`config.mk`:
```
export PLATFORM = sky130hd
export DESIGN_NAME = ahb_bus_ctrl
export DESIGN_NICKNAME = d
export VERILOG_FILES = /design/src/rtl/ahb_bus_ctrl.sv
export SDC_FILE = /design/constraint.sdc
export NUM_CORES = 1
export LEC_CHECK = 0
export CAP_MARGIN = 20
export CORE_MARGIN = 3
export CORE_UTILIZATION = 30
export DETAILED_ROUTE_END_ITERATION = 7
export GPL_TIMING_DRIVEN = 0
export PLACE_DENSITY_LB_ADDON = 0.1
export SLEW_MARGIN = 20
export SYNTH_ARGS = -nofsm -noshare
export SYNTH_HDL_FRONTEND = slang
export SYNTH_SLANG_ARGS = --single-unit
```
`constraint.sdc`:
```
create_clock -name HCLK -period 3.5 [get_ports HCLK]
set_input_delay 0.7 -clock HCLK [delete_from_list [all_inputs] [get_ports HCLK]]
set_output_delay 0.7 -clock HCLK [all_outputs]
set_load 0.02 [all_outputs]
```
`src/rtl/ahb_bus_ctrl.sv`:
```
// rtl/ahb_bus_ctrl.sv - 4-master fixed-priority AHB arbiter with burst/lock/split awareness plus 4-slave decoder
module ahb_bus_ctrl (
  input  logic        HCLK,
  input  logic        HRESETn,
  input  logic        HBUSREQx0,
  input  logic        HBUSREQx1,
  input  logic        HBUSREQx2,
  input  logic        HBUSREQx3,
  input  logic        HLOCKx0,
  input  logic        HLOCKx1,
  input  logic        HLOCKx2,
  input  logic        HLOCKx3,
  input  logic [31:0] HADDR,
  input  logic [1:0]  HTRANS,
  input  logic [2:0]  HBURST,
  input  logic [1:0]  HRESP,
  input  logic        HREADY,
  input  logic [3:0]  HSPLIT,
  output logic        HGRANTx0,
  output logic        HGRANTx1,
  output logic        HGRANTx2,
  output logic        HGRANTx3,
  output logic [3:0]  HMASTER,
  output logic [3:0]  HMASTERD,
  output logic        HMASTERLOCK,
  output logic        HSELx0,
  output logic        HSELx1,
  output logic        HSELx2,
  output logic        HSELx3
);

  localparam logic [1:0] TRANS_IDLE   = 2'b00;
  localparam logic [1:0] TRANS_BUSY   = 2'b01;
  localparam logic [1:0] TRANS_NONSEQ = 2'b10;
  localparam logic [1:0] TRANS_SEQ    = 2'b11;
  localparam logic [1:0] RESP_RETRY   = 2'b10;
  localparam logic [1:0] RESP_SPLIT   = 2'b11;

  logic [3:0] grant;
  logic [3:0] split_mask;
  logic [4:0] rem;
  logic       force_arb;
  logic [1:0] hmaster_idx;
  logic [1:0] hmasterd_idx;

  logic [3:0] req_vec;
  logic [3:0] lock_vec;
  logic [3:0] eligible;
  logic [3:0] winner;
  logic [1:0] granted_idx;
  logic       granted_lock;
  logic [4:0] rem_upd;
  logic       lock_cond;
  logic       abort_resp;
  logic       arb_point;
  logic [3:0] split_set;
  logic       unused_addr;

  assign req_vec  = {HBUSREQx3, HBUSREQx2, HBUSREQx1, HBUSREQx0};
  assign lock_vec = {HLOCKx3, HLOCKx2, HLOCKx1, HLOCKx0};
  assign eligible = req_vec & ~split_mask;

  assign {HGRANTx3, HGRANTx2, HGRANTx1, HGRANTx0} = grant;
  assign HMASTER  = {2'b00, hmaster_idx};
  assign HMASTERD = {2'b00, hmasterd_idx};

  // Slave decode straight from the top address nibble; regions 4..15 select nothing
  assign HSELx0 = (HADDR[31:28] == 4'd0);
  assign HSELx1 = (HADDR[31:28] == 4'd1);
  assign HSELx2 = (HADDR[31:28] == 4'd2);
  assign HSELx3 = (HADDR[31:28] == 4'd3);
  assign unused_addr = ^HADDR[27:0];

  // Fixed priority pick, highest index wins; master 0 parks the bus when nobody asks
  always_comb begin
    winner = 4'b0001;
    if (eligible[3])      winner = 4'b1000;
    else if (eligible[2]) winner = 4'b0100;
    else if (eligible[1]) winner = 4'b0010;
  end

  // Index and lock line of the master currently holding the grant
  always_comb begin
    granted_idx = 2'd0;
    case (grant)
      4'b0010: granted_idx = 2'd1;
      4'b0100: granted_idx = 2'd2;
      4'b1000: granted_idx = 2'd3;
      default: granted_idx = 2'd0;
    endcase
    granted_lock = lock_vec[granted_idx];
  end

  // Remaining-beat count as it would be after this edge's accepted address phase
  always_comb begin
    rem_upd = rem;
    case (HTRANS)
      TRANS_IDLE: rem_upd = 5'd0;
      TRANS_BUSY: rem_upd = rem;
      TRANS_NONSEQ: begin
        case (HBURST)
          3'd2, 3'd3: rem_upd = 5'd3;
          3'd4, 3'd5: rem_upd = 5'd7;
          3'd6, 3'd7: rem_upd = 5'd15;
          default:    rem_upd = 5'd0;
        endcase
      end
      TRANS_SEQ: rem_upd = (rem == 5'd0) ? 5'd0 : rem - 5'd1;
      default: rem_upd = rem;
    endcase
  end

  // A SPLIT/RETRY first cycle overrides both the burst count and any lock at the next ready edge
  assign lock_cond  = HMASTERLOCK && granted_lock;
  assign abort_resp = !HREADY && ((HRESP == RESP_SPLIT) || (HRESP == RESP_RETRY));
  assign arb_point  = HREADY && (force_arb || ((rem_upd == 5'd0) && !lock_cond));
  assign split_set  = (!HREADY && (HRESP == RESP_SPLIT)) ? (4'b0001 << hmasterd_idx) : 4'b0000;

  // Arbiter state: grant, ownership pipeline, burst count, split mask and pending re-arbitration
  always_ff @(posedge HCLK or negedge HRESETn) begin
    if (!HRESETn) begin
      grant        <= 4'b0001;
      hmaster_idx  <= 2'd0;
      hmasterd_idx <= 2'd0;
      HMASTERLOCK  <= 1'b0;
      split_mask   <= 4'b0000;
      rem          <= 5'd0;
      force_arb    <= 1'b0;
    end else begin
      // Release beats set so a same-edge resume always unmasks
      split_mask <= (split_mask | split_set) & ~HSPLIT;
      if (HREADY) begin
        rem          <= rem_upd;
        force_arb    <= 1'b0;
        hmaster_idx  <= granted_idx;
        HMASTERLOCK  <= granted_lock;
        hmasterd_idx <= hmaster_idx;
        if (arb_point) begin
          grant <= winner;
        end
      end else if (abort_resp) begin
        rem       <= 5'd0;
        force_arb <= 1'b1;
      end
    end
  end

endmodule

```
==> results of run 1 <==
critical path: stages:
cell and delay, ns:
clkdlybuf4s50_1 0.47, nor4b_1 0.34, clkdlybuf4s50_1 0.67
how the worst max path moves through the flow:
stage / startpoint / end / slack, ns / depth (start not counted)
after floorplan: HADDR[29] / HSELx1 / 1.32 / 1
after global placement: HADDR[28] / HSELx3 / 0.67 / 3
after detailed placement: HADDR[31] / HSELx2 / 0.60 / 3
after CTS: HADDR[31] / HSELx2 / 0.61 / 3
after global routing: HADDR[29] / HSELx2 / 0.49 / 3
final: HADDR[31] / HSELx2 / 0.62 / 3
power by group:
part,leakage [uW],switching [uW],total (uW),internal [uW]
clock network,0.0000228,66.2,147,80.7
registers,0.000233,43.1,300,257
logic,0.000429,196,397,201
final cells by class:
| type | instances | share of cell area [%] |
|---|---|---|
| plain buffers | 8 | 3.300 |
| well taps | 48 | 3.684 |
| flip-flops and latches | 18 | 27.71 |
| inverters | 7 | 1.612 |
| repair buffers | 35 | 21.49 |
| multi-input cells | 94 | 39.45 |
| clock buffers | 4 | 2.763 |
sequential cells by signal, indices dropped and copies added (netlist names):
register	flops
rem	5
grant	4
split_mask	3
hmaster_idx	2
hmasterd_idx	2
HMASTERLOCK	1
force_arb	1
cells in the mapped netlist, types with 4 or more instances:
cell      count  area (um2)
nand2b_1      6       37.54
o21ai_1       4       20.02
dfrtp_1      17       425.4
nor3_1        4       20.02
inv_1         6       22.52
a21o_1        4       30.03
nand3_1       4       20.02
nand2_1       4       15.01
buf_4         4       30.03
a21oi_1       4       20.02
nor2_1       14       52.55
o21ai_0       4       20.02
cells by family after synthesis:
logic type,share of synthesized area (%)
xor gates and xnor gates,2.258
DFF,38.82
adders and majority gates,1.075
and+or+nand+nor,24.19
muxes,3.548
buffers and inverters,6.881
AOI/OAI and AO/OA,22.91
other,0.3223
routing by layer:
metal	GRT usage [%]	wire length, um	share of wire [%]
met3	3.941	162	5.8
met2	21.66	1319	47
met5	0	0	0
met4	2.233	13	0.46
met1	18.04	1312	47
metrics by stage:
step | worst slack [ns] | cell area (um2) | utilization (%) | std cells
floorplan | 1.324 | 1175 | - | 127
global route | 0.4885 | 1630 | 44.20 | 214
CTS | 0.6053 | 1630 | 44.20 | 214
detailed placement | 0.5978 | 1585 | 42.98 | 210
global placement | 0.6704 | 1585 | 42.98 | 210
finish | 0.6199 | 1630 | 44.20 | 214
==> impl_metrics.csv, run 1 <==
group,metric,value,unit
clocking,cts_setup_buffers,0,
timing,drv_slew,0,
floorplanning,num_rows,22,
worst_hold_path,holdPathStages,2,
finish,layout_commonest_cell,"clkdlybuf4s50_1",
timing,min_period,2.880,ns
timing,finalSetupTns,0,ns
yosys,ys_ff_latch,18,
place,gp_congestion,0.7826,
yosys,synth_area,1164,um2
drt,first_iter_violations,56,
finish,nets,222,
setup_path,reg2reg_to,"grant[3]",
clocking,ctsResizeCount,0,
timing,whs,0.5003,ns
floorplanning,initial_core_util,31.55,%
grt,grt_pass1_vias,1008,
clocking,cts.sinks,18,
timing,fin_skew,0.0004716,ns
floorplanning,die_w,68.28,um
clocking,postCtsHoldBufs,0,
clocking,root_buffer,"clkbuf_8",
worst_hold_path,hp-class,"reg2reg",
setup_path,cp-start-kind,"input pin",
worst_hold_path,hold_path_end,"split_mask[1]",
drt,num_vias,1068,
finish,seq_area,451.7,um2
grt,grt_pass1_wl,4754,um
yosys,ys.flop_type,"dfrtp_1",
setup_path,critical_path_arrival,2.18,ns
place,portBuffers,35,
yosys,async_reset_ff_share,100.0,%
clocking,cts_htree_levels,1,
timing,fmax,0.3472,GHz
worst_hold_path,hp-start,"split_mask[1]",
floorplanning,die_area,4662,um2
timing,slew_headroom,45.47,%
drt,route.detailed.drc,0,
yosys,synth_edf_count,0,
floorplanning,core_area,3689,um2
finish,multi_input_area,643.1,um2
grt,grt_start_max_net_pins,19,
grt,antenna_found_initial,0,
yosys,synth_seq_area_share,38.82,%
run_status,status,"finished, final reports clean",
setup_path,crit_fanout,4,
finish,drive_gt1_share,10.24,%
yosys,synth_cells,124,
drt,first_pass_iters,4,
yosys,yosys_warnings,0,
finish,area_delta_synth_final,40.11,%
grt,gr-usage-all-layers,13.45,%
finish,layout_common_cells,"clkdlybuf4s50_1 (35), dfrtp_1 (17), nor2_1 (14)",
timing,rsz0062_at_grt,"false",
drt,wl_per_cell,13.12,um
clocking,clk_latency,0.25,ns
yosys,yosys.cell_types.count,47,
timing,hold_viol,0,
clocking,clk_pin_slew_worst_paths,0.07,ns
drt,ant_nets,0,
grt,grt-ovfl-total,0,
power,p_total,843.5,uW
power,powerDensity,517.4,nW/um2
floorplanning,die_y,68.28,um
finish,n_antenna_cell,0,
setup_path,critPathRequiredTime,2.80,ns
power,cellLeakagePower,0.0006845,uW
setup_path,endpoint_kind,"output pin",
drt,wl,2807,um
power,ir_drop,0.3607,mV
job,maxCapViolCount,0,
timing,tightest_slew,0.8155,ns
clocking,cts_buffers,3,
setup_path,path_class,"in2out",
yosys,syn_avg_cell_area,9.384,um2
clocking,clk_path_buf_depth,2,
setup_path,r2r_start,"rem[0]",
place,dp_hpwl,2205,um
timing,finalSetupViolCount,0,
finish,num-fill-cells,380,
setup_path,reg2reg_slack,1.46,ns
clocking,cts_tree,"yes",
timing,finalCritPeriodShare,82.29,%
drt,vias_per_cell,4.991,
setup_path,ff2ff_path_depth,7,
floorplanning,num_io_pins,71,
No activity file was read; power rests on OpenSTA's default activity.
==> run 2: changes to the inputs <==
Clock period 3.5 ns to 2.33 ns, I/O delays scaled along.
==> impl_metrics.csv, run 2 (synthesis gave the netlist of run 1 again) <==
group,metric,value,unit
drt,wl_per_cell,13.10,um
floorplanning,die_w,68.28,um
clocking,root_buffer,"clkbuf_8",
worst_hold_path,hp-class,"reg2reg",
power,cellLeakagePower,0.0007022,uW
finish,layout_commonest_cell,"clkdlybuf4s50_1",
setup_path,reg2reg_to,"grant[3]",
finish,area_delta_synth_final,39.68,%
drt,first_pass_iters,4,
clocking,cts_tree,"yes",
timing,tightest_slew,0.8155,ns
clocking,cts_setup_buffers,0,
clocking,cts_buffers,3,
power,powerDensity,778.7,nW/um2
place,dp_slack,-0.1042,ns
grt,grt-ovfl-total,0,
power,ir_drop,0.5418,mV
finish,final_core_util,44.06,%
timing,hold_viol,0,
drt,num_vias,1068,
finish,largest_reg_flops,5,
place,dp_hpwl,2205,um
clocking,clk_latency,0.25,ns
setup_path,reg2reg_slack,0.29,ns
setup_path,ff2ff_path_depth,7,
grt,grt_pass1_vias,1008,
drt,vias_per_cell,4.991,
setup_path,endpoint,"grant[3]",
setup_path,critical_path_arrival,2.25,ns
run_status,status,"finished, final reports clean",
timing,fin_ws,0.2216,ns
floorplanning,num_rows,22,
finish,layout_common_cells,"clkdlybuf4s50_1 (31), dfrtp_1 (17), nor2_1 (14)",
grt,grt_pass1_wl,4754,um
finish,drive_gt1_share,10.24,%
setup_path,crit_fanout,7,
floorplanning,initial_core_util,31.55,%
job,maxCapViolCount,0,
finish,num-fill-cells,378,
place,portBuffers,35,
clocking,clk_pin_slew_worst_paths,0.07,ns
timing,finalCritPeriodShare,90.49,%
timing,min_period,2.108,ns
floorplanning,core_area,3689,um2
grt,gr-usage-all-layers,13.45,%
floorplanning,die_y,68.28,um
setup_path,cp-start-kind,"input pin",
place,gp_congestion,0.7826,
finish,multi_input_area,643.1,um2
drt,first_iter_violations,56,
finish,seq_area,451.7,um2
clocking,cts_htree_levels,1,
setup_path,endpoint_kind,"flop",
finish,max_flop_register,"rem",
setup_path,r2r_start,"rem[0]",
drt,ant_nets,0,
finish,reg.largest.list,"rem: 5 flops, grant: 4 flops, split_mask: 3 flops",
clocking,clk_path_buf_depth,2,
grt,antenna_found_initial,0,
setup_path,crit_path_start,"HTRANS[1]",
floorplanning,num_io_pins,71,
finish,n_antenna_cell,0,
timing,drv_slew,0,
timing,rsz0062_at_grt,"false",
grt,grt_start_max_net_pins,19,
drt,wl,2804,um
setup_path,path_class,"in2reg",
clocking,cts.sinks,18,
finish,nets,222,
floorplanning,die_area,4662,um2
drt,route.detailed.drc,0,
timing,fin_skew,0.0004716,ns
timing,fmax,0.4743,GHz
timing,finalSetupViolCount,0,
timing,slew_headroom,45.47,%
setup_path,critPathRequiredTime,2.47,ns
## run 2: cell type report
| class | count | share of cell area, % |
|---|---|---|
| repair buffers | 35 | 21.25 |
| flip-flops and latches | 18 | 27.79 |
| clock buffers | 4 | 2.771 |
| inverters | 7 | 1.617 |
| well taps | 48 | 3.695 |
| multi-input cells | 94 | 39.57 |
| plain buffers | 8 | 3.310 |
## run 2: timing repair
| item | in CTS | in global routing |
|---|---|---|
| gates resized for setup | 4 | 0 |
| endpoints found under the setup margin | 4 | 0 |
| hold buffers | 0 | 0 |
## run 2: per-stage QoR
| stage | TNS (ns) | power (uW) | instance area [um2] | hold slack [ns] | std cells |
|---|---|---|---|---|---|
| after floorplan | 0 | 816.6 | 1175 | 0.1704 | 127 |
| after global placement | -0.06964 | 1047 | 1585 | 0.4909 | 210 |
| after detailed placement | -0.3387 | 1055 | 1585 | 0.4906 | 210 |
| after CTS | 0 | 1282 | 1625 | 0.5063 | 214 |
| after global routing | 0 | 1366 | 1625 | 0.5342 | 214 |
| final | 0 | 1266 | 1625 | 0.5003 | 214 |
## run 2: worst min-delay path by stage
| stage | end | start | cells after the start |
|---|---|---|---|
| finish | split_mask[1] | split_mask[1] | 2 |
| global route | grant[0] | grant[0] | 1 |
| CTS | split_mask[1] | split_mask[1] | 2 |
| detailed placement | split_mask[1] | split_mask[1] | 2 |
| global placement | split_mask[1] | split_mask[1] | 2 |
| floorplan | HMASTERLOCK | HRESETn | 0 |
## run 2: worst max-delay path, stage by stage
cell,delay (ns)
clkdlybuf4s50_1,0.61
inv_2,0.06
o311a_1,0.38
a211oi_4,0.28
o211ai_4,0.13
mux2_4,0.32
## run 2: metal layers
metal / global-route usage [%] / wire [um]
met1: 18.04 / 1310
met2: 21.66 / 1318
met3: 3.941 / 162
met4: 2.233 / 13
met5: 0 / 0
## run 2: report_power, final
group / leakage (uW) / switching (uW) / total (uW) / internal [uW]
clock network: 0.0000228 / 99.5 / 221 / 121
registers: 0.000233 / 64.8 / 450 / 385
logic: 0.000447 / 294 / 595 / 300
